## src/rtl/aes_ctrl_pkg.sv

```systemverilog
// Shared definitions for the AES round controller: the state encoding,
// the round count of each key size and the key-size decode.
package aes_ctrl_pkg;

    typedef enum logic [2:0] {
        ST_IDLE  = 3'd0,
        ST_INIT  = 3'd1,
        ST_ROUND = 3'd2,
        ST_FINAL = 3'd3,
        ST_DONE  = 3'd4
    } state_e;

    localparam int NR_128 = 10;
    localparam int NR_192 = 12;
    localparam int NR_256 = 14;

    // Both upper encodings select AES-256.
    function automatic int nr_decode(input logic [1:0] key_size);
        case (key_size)
            2'b00:   return NR_128;
            2'b01:   return NR_192;
            default: return NR_256;
        endcase
    endfunction

endpackage

```

## src/rtl/aes_round_ctrl.sv

```systemverilog
// AES round sequencer: IDLE -> INIT -> ROUND x(nr-1) -> FINAL -> DONE.
// Optional cancel input enabled by defining AES_ROUND_CTRL_ABORT_EN.
module aes_round_ctrl
    import aes_ctrl_pkg::*;
#(
    parameter int NR_W = 4
) (
    input  logic            clk,
    input  logic            rst,
    input  logic            start,
    input  logic [1:0]      switch,
`ifdef AES_ROUND_CTRL_ABORT_EN
    input  logic            abort,
`endif
    output logic            ready,
    output logic            busy,
    output logic            done,
    output logic [NR_W-1:0] round,
    output logic [NR_W-1:0] key_idx,
    output logic            load_en,
    output logic            sub_en,
    output logic            shift_en,
    output logic            ark_en,
    output logic            mix_en
);

    state_e          state_q, state_d;
    logic [NR_W-1:0] round_q, round_d;
    logic [NR_W-1:0] nr_q, nr_d;
    logic            abort_req;

`ifdef AES_ROUND_CTRL_ABORT_EN
    assign abort_req = abort;
`else
    assign abort_req = 1'b0;
`endif

    always_ff @(posedge clk) begin
        if (rst) begin
            state_q <= ST_IDLE;
            round_q <= '0;
            nr_q    <= '0;
        end else begin
            state_q <= state_d;
            round_q <= round_d;
            nr_q    <= nr_d;
        end
    end

    always_comb begin
        state_d = state_q;
        round_d = round_q;
        nr_d    = nr_q;
        case (state_q)
            ST_IDLE: begin
                round_d = '0;
                if (start) begin
                    state_d = ST_INIT;
                    nr_d    = NR_W'(nr_decode(switch));
                end
            end
            ST_INIT: begin
                state_d = ST_ROUND;
                round_d = NR_W'(1);
            end
            ST_ROUND: begin
                round_d = round_q + 1'b1;
                if (round_q == nr_q - 1'b1) begin
                    state_d = ST_FINAL;
                end
            end
            ST_FINAL: state_d = ST_DONE;
            ST_DONE: begin
                state_d = ST_IDLE;
                round_d = '0;
            end
            default: begin
                state_d = ST_IDLE;
                round_d = '0;
            end
        endcase
        // A cancel only matters while a block is in flight.
        if (abort_req && (state_q == ST_INIT || state_q == ST_ROUND || state_q == ST_FINAL)) begin
            state_d = ST_IDLE;
            round_d = '0;
        end
    end

    always_comb begin
        ready    = 1'b0;
        busy     = 1'b0;
        done     = 1'b0;
        load_en  = 1'b0;
        sub_en   = 1'b0;
        shift_en = 1'b0;
        ark_en   = 1'b0;
        mix_en   = 1'b0;
        round    = '0;
        case (state_q)
            ST_IDLE: ready = 1'b1;
            ST_INIT: begin
                busy    = 1'b1;
                load_en = 1'b1;
                ark_en  = 1'b1;
            end
            ST_ROUND: begin
                busy     = 1'b1;
                sub_en   = 1'b1;
                shift_en = 1'b1;
                mix_en   = 1'b1;
                ark_en   = 1'b1;
                round    = round_q;
            end
            ST_FINAL: begin
                busy     = 1'b1;
                sub_en   = 1'b1;
                shift_en = 1'b1;
                ark_en   = 1'b1;
                round    = round_q;
            end
            ST_DONE: done = 1'b1;
            default: ready = 1'b0;
        endcase
        key_idx = round;
    end

endmodule
```

## config.mk

```make
export PLATFORM = sky130hd
export DESIGN_NAME = aes_round_ctrl
export DESIGN_NICKNAME = d
export VERILOG_FILES = /design/src/rtl/aes_ctrl_pkg.sv /design/src/rtl/aes_round_ctrl.sv
export SDC_FILE = /design/constraint.sdc
export NUM_CORES = 1
export LEC_CHECK = 0
export BUFFER_PORTS_ARGS = -buffer_cell sky130_fd_sc_hd__buf_2
export CORE_AREA = 4 4 41 43
export CTS_CLUSTER_SIZE = 14
export DETAILED_ROUTE_END_ITERATION = 8
export DIE_AREA = 0 0 45 47
export GPL_TIMING_DRIVEN = 0
export HOLD_SLACK_MARGIN = 0.12
export PLACE_DENSITY = 0.73
export SLEW_MARGIN = 20
export SYNTH_ARGS = -nofsm -noshare
export SYNTH_HDL_FRONTEND = slang
export SYNTH_SLANG_ARGS = --single-unit
```

## constraint.sdc

```tcl
create_clock -name clk -period 3.5 [get_ports clk]
set_clock_uncertainty 0.2 [all_clocks]
set_input_delay 0.7 -clock clk [delete_from_list [all_inputs] [get_ports clk]]
set_output_delay 0.7 -clock clk [all_outputs]
set_load 0.05 [all_outputs]
```

==> qor.yml, run 1 <==
global_route:
  grt_max_degree: 11
  grt_pass1_wl_um: 1700
  grt_use_total_pct: 11.4
  antenna_found_initial: 0
  grt_overflow: 0
  grt_pass1_vias: 417
timing:
  fin_tns_setup_ns: 0
  slew_viol_final: 0
  fmax_mhz: 390
  setup_viol: 0
  post-route-period-util_pct: 73.3
  finalCriticalPeriod_ns: 2.57
  rsz0062_at_grt: "no"
  hold_viol_final: 0
  relSlewSlack_pct: 70.1
  tightest_slew_ns: 0.449
placed_design:
  dp.cells: 101
  globalplace.congestion: 0.663
  numPortBuffers: 19
  post-dp-hpwl_um: 851
power_and_ir_drop:
  p_leak_nw: 0.390
  p_seq_share_pct: 38.1
  power.density_nw_per_um2: 448
  switching_share_pct: 34.3
  vdd_drop_max_v: 0.000239
  power_frac_comb_pct: 30.8
  pwr-share-clk_pct: 31.1
  internal_power_w: 0.000220
  power_switching_w: 0.000115
detailed_routing:
  wirelength_um: 1110
  viasPerCell: 4.78
  dr.pass1.iters: 4
  drtIter0Drc: 10
  vias: 502
  wl_per_cell_um: 10.6
  ant_nets: 0
  drc: 0
logic_synthesis:
  yosysTopAreaCell: "dfxtp_1"
  synth_seq_cells: 10
  synth_cells: 67
  yosysWarnings: 0
  ys.flop_type: "dfxtp_1"
  ys_async_sr_fraction_pct: 0
  syn_area_um2: 599
  synth-edff-count: 0
  synth_seq_area_share_pct: 33.4
  ys_top_cells_by_area: "dfxtp_1, buf_4, and2_1"
  synth_common_cells: "dfxtp_1, buf_4, nor2_1, nor3_1, and2_1"
  syn_avg_cell_area_um2: 8.95
  synth_most_common_cell: "dfxtp_1"
  netlist.area_leader.share_pct: 33.4
  yosysUniqueCellTypes: 24
  syn-num-nets: 74
setup_path:
  cp-start-kind: "flip-flop"
  worstPathRequired_ns: 2.60
  path_class: "flip-flop to primary output"
  critPathMaxStageDelay_ns: 0.37
  crit_path_max_fanout: 10
  path_cells: "buf_2, nand2b_1, inv_1, and2_1, buf_4, buf_2"
  slowest_stage: "dfxtp_1"
  cp_common_cell: "buf_2"
  crit_path_end_kind: "primary output"
  crit_arrival_ns: 1.67
cells_and_area:
  final_cells: 105
  num-fill-cells: 141
  fin_util_pct: 57.6
  drive_gt1_share_pct: 36.7
  area_growth_pct: 25.1
  antenna_cells: 0
  finalNetCount: 98
die:
  initial_utilization_pct: 46.1
  ios: 21
  die_h_um: 47
  fp.dieW_um: 45
  dieArea_um2: 2120
  fp-row-count: 13
  core-area_um2: 1300
clock_tree:
  insertion_delay_ns: 0.27
  cts_hold_buf: 0
  cts_tree: "built"
  cts_root_buf: "clkbuf_4"
  cts_resized: 0
  htreeDepth: 1
  path_clk_slew_ns: 0.07
  clock-sinks: 10
  clock_path_buffers: 2
  cts_buffers: 3
  cts_setup_buffers: 0
status:
  status: "finished clean"
run:
  maxCapViolCount: 0
worst_hold_path:
  min_path_type: "flip-flop to flip-flop"
==> final timing paths <==
path / startpoint / endpoint / slack [ns] / depth (start not counted)
worst max-delay path: state_q[2]$_SDFFE_PP0P_ / round[2] / 0.93 / 6
worst min-delay path: nr_q[3]$_SDFFE_PP0P_ / nr_q[3]$_SDFFE_PP0P_ / 0.31 / 2
worst max register to register: nr_q[1]$_SDFFE_PP0P_ / state_q[0]$_SDFFE_PP0P_ / 2.04 / 5
worst min register to register: nr_q[3]$_SDFFE_PP0P_ / nr_q[3]$_SDFFE_PP0P_ / 0.31 / 2
==> power by group through the flow <==
stage	clock (W)	sequential (W)	combinational, W
2_1_floorplan	0	0.000129	0.0000865
3_3_place_gp	0	0.000130	0.000102
3_5_place_dp	0	0.000131	0.000104
4_1_cts	0.000108	0.000128	0.000105
5_1_grt	0.000114	0.000129	0.000111
6_report	0.000104	0.000128	0.000103
==> critical path: cells and delay by family, from the launching register on <==
kind	cells	cell delay, ns
flip-flops	1	0.37
buffers and inverters	4	0.65
AND/OR/NAND/NOR	2	0.38
==> metal layers <==
| metal | routed length, um | vias up | GRT usage [%] |
|---|---|---|---|
| li1 | - | 262 | - |
| met3 | 67 | 2 | 2.30 |
| met1 | 490 | 226 | 13.8 |
| met2 | 540 | 12 | 16.9 |
| met4 | 10 | 0 | 10.5 |
| met5 | 0 | - | 0 |
==> state kept, by name, summed over array words and instances, names as in the netlist <==
name / count
nr_q: 3
round_q: 4
state_q: 3
==> per-stage QoR <==
step	worst slack [ns]	instance area [um2]	hold WS [ns]	total power [W]
CTS	0.916	749	0.311	0.000340
global placement	1.25	713	0.258	0.000233
detailed placement	1.22	713	0.295	0.000235
global route	0.811	749	0.330	0.000354
finish	0.935	749	0.306	0.000336
floorplan	0.756	599	0.242	0.000216
==> placed cells by master, fill, tap and decap left out, drive strengths merged <==
master,Yosys,routed
inv,4,4
clkbuf,1,5
nor4b,1,1
nor3b,2,2
nor4,1,1
xnor3,1,1
a311oi,1,1
xor2,3,3
a41oi,1,1
mux2i,1,1
nand2,1,1
dfxtp,10,10
a211oi,1,1
nor2,7,7
nand4b,1,1
and2b,1,1
nand2b,1,1
nor2b,2,2
ha,2,2
and2,6,6
buf,9,28
xnor2,3,3
nor3,7,7
==> area by class of cell <==
type	count	area, um2	share of cell area [%]
inverter	4	15.0	2.00
multi-input combinational	43	318	42.4
timing repair buffer	19	95.1	12.7
tap	15	18.8	2.50
clock buffer	4	36.3	4.84
sequential	10	200	26.7
buffer	10	66.3	8.85
==> kinds of logic (layout without fill, tap and decap cells) <==
| kind of cell | after synthesis | after routing | synth area share [%] |
|---|---|---|---|
| buffers and inverters | 14 | 37 | 13.6 |
| AOI/OAI and AO/OA | 3 | 3 | 4.18 |
| adders and majority gates | 2 | 2 | 4.17 |
| muxes | 1 | 1 | 1.67 |
| xor gates and xnor gates | 7 | 7 | 12.5 |
| and+or+nand+nor | 30 | 30 | 30.5 |
| DFF | 10 | 10 | 33.4 |
No activity file was read; power rests on OpenSTA's default activity.
==> inputs of run 2 (changes only) <==
CORE_AREA = default   (was 4 4 41 43)
CORE_MARGIN = 4   (was default)
CORE_UTILIZATION = 42   (was default)
DIE_AREA = default   (was 0 0 45 47)
PLACE_DENSITY = 0.72   (was 0.73)
clock period = 2.3 ns   (was 3.5 ns; I/O delays follow)
==> qor.yml, run 2 (synthesis gave the netlist of run 1 again) <==
setup_path:
  cp-start-kind: "flip-flop"  # unchanged
  path_class: "flip-flop to primary output"  # unchanged
  worstPathRequired_ns: 1.64  # was 2.60 ns
  crit_path_max_fanout: 10  # unchanged
  crit_path_end_kind: "primary output"  # unchanged
  crit_arrival_ns: 1.57  # was 1.67 ns
timing:
  post-route-period-util_pct: 97.1
  relSlewSlack_pct: 70.8  # was 70.1%
  finalCriticalPeriod_ns: 2.23
  setup_viol: 0  # unchanged
  fmax_mhz: 448
  rsz0062_at_grt: "no"  # unchanged
  layout_setup_ws_ns: 0.0662  # was 0.935 ns
  slew_viol_final: 0  # unchanged
  tightest_slew_ns: 0.438  # was 0.449 ns
  hold_viol_final: 0  # unchanged
clock_tree:
  cts_tree: "built"  # unchanged
  cts_buffers: 3  # unchanged
  cts_root_buf: "clkbuf_4"  # unchanged
  insertion_delay_ns: 0.27  # about the same
  path_clk_slew_ns: 0.07  # about the same
  clock-sinks: 10  # unchanged
  clock_path_buffers: 2  # unchanged
  htreeDepth: 1  # unchanged
  cts_hold_buf: 0  # unchanged
placed_design:
  numPortBuffers: 19  # unchanged
  post-dp-hpwl_um: 915  # was 851 um
  dp.cells: 101  # unchanged
  pre_cts_slack_ns: 0.0918  # was 1.22 ns
  placed_area_um2: 727  # was 713 um2
  globalplace.congestion: 0.700  # was 0.663
cells_and_area:
  regMostFlops: "round_q"  # unchanged
  reg_top3: "round_q: 4 flops, nr_q: 3 flops, state_q: 3 flops"  # unchanged
  largest_reg_flops: 4  # unchanged
  final_cells: 105  # unchanged
  drive_gt1_share_pct: 45.6  # was 36.7%
  final_common_cell: "buf_2"  # unchanged
  area_growth_pct: 30.3  # was 25.1%
  antenna_cells: 0  # unchanged
  finalNetCount: 98  # unchanged
  design_area_um2: 781  # was 749 um2
  final_cell_mix: "buf_2, dfxtp_1, buf_4, nor3_1, nor2_1"  # unchanged
die:
  ios: 21  # unchanged
  dieArea_um2: 2100  # was 2120 um2
  initial_utilization_pct: 45.5  # was 46.1%
  fp-row-count: 13  # unchanged
  fp.dieW_um: 45.8  # was 45 um
  die_h_um: 45.8  # was 47 um
  core-area_um2: 1320  # was 1300 um2
detailed_routing:
  ant_nets: 0  # unchanged
  vias: 513  # was 502
  wl_per_cell_um: 11.0  # was 10.6 um
  wirelength_um: 1150  # was 1110 um
  viasPerCell: 4.89  # was 4.78
  drc: 0  # unchanged
  dr.pass1.iters: 4  # unchanged
  drtIter0Drc: 7  # was 10
status:
  status: "finished clean"  # unchanged
global_route:
  grt_pass1_vias: 432  # was 417
  grt_max_degree: 11  # unchanged
  grt_use_total_pct: 12.3  # was 11.4%
  grt_pass1_wl_um: 1840  # was 1700 um
  grt_overflow: 0  # unchanged
  antenna_found_initial: 0  # unchanged
worst_hold_path:
  min_path_type: "input pin to flip-flop"  # was flip-flop to flip-flop
run:
  maxCapViolCount: 0  # unchanged
power_and_ir_drop:
  power_w: 0.000519  # was 0.000336 W
  power.density_nw_per_um2: 664  # was 448 nW/um2
  p_leak_nw: 0.390  # about the same
  vdd_drop_max_v: 0.000381  # was 0.000239 V
## run 2: cell type report
type	count	area, um2
Fill cell	119	537
Multi-Input combinational cell	43	335
Sequential cell	10	201
Timing Repair Buffer	19	97.6
Buffer	10	72.6
Clock buffer	4	36.3
Inverter	4	18.8
Tap cell	15	18.8
## run 2: timing repair
item / 4_1_cts / 5_1_grt
cloned: 0 / 0
endpoints found under the setup margin: 9 / 1
gates resized for setup: 5 / 2
setup buffers: 0 / 0
## run 2: worst paths after layout
path,slack (ns),start,cells after the start,endpoint
max,0.07,state_q[2]$_SDFFE_PP0P_,6,round[0]
min reg2reg,0.29,nr_q[3]$_SDFFE_PP0P_,2,nr_q[3]$_SDFFE_PP0P_
max reg2reg,0.84,nr_q[1]$_SDFFE_PP0P_,5,state_q[0]$_SDFFE_PP0P_
min,0.20,switch[0],2,nr_q[1]$_SDFFE_PP0P_
## run 2: metal layers
| metal | vias up | track usage [%] | routed length (um) |
|---|---|---|---|
| li1 | 264 | - | - |
| met1 | 230 | 15.6 | 498 |
| met2 | 17 | 18.4 | 545 |
| met3 | 2 | 2.37 | 84 |
| met4 | 0 | 8.52 | 21 |
| met5 | - | 0 | 0 |
## run 2: per-stage QoR
stage	hold slack (ns)	setup TNS (ns)	util [%]
6_report	0.201	0	59.3
5_1_grt	0.207	0	59.3
4_1_cts	0.203	0	59.1
3_5_place_dp	0.275	0	55.2
3_3_place_gp	0.258	0	55.2
2_1_floorplan	0.242	-0.268	-
## run 2: critical path, stage by stage, from the launching register on
cell and delay, ns:
dfxtp_2 0.36, buf_6 0.14, nand2b_4 0.16, clkinvlp_4 0.11, and2_2 0.21, buf_4 0.12
buf_2 0.20
## run 2: where the power goes
part / leakage (nW) / internal, W / total (W) / switching [W]
Clock: 0.0210 / 0.0000962 / 0.000160 / 0.0000640
Combinational: 0.287 / 0.0000575 / 0.000164 / 0.000106
Sequential: 0.0824 / 0.000185 / 0.000195 / 0.0000101
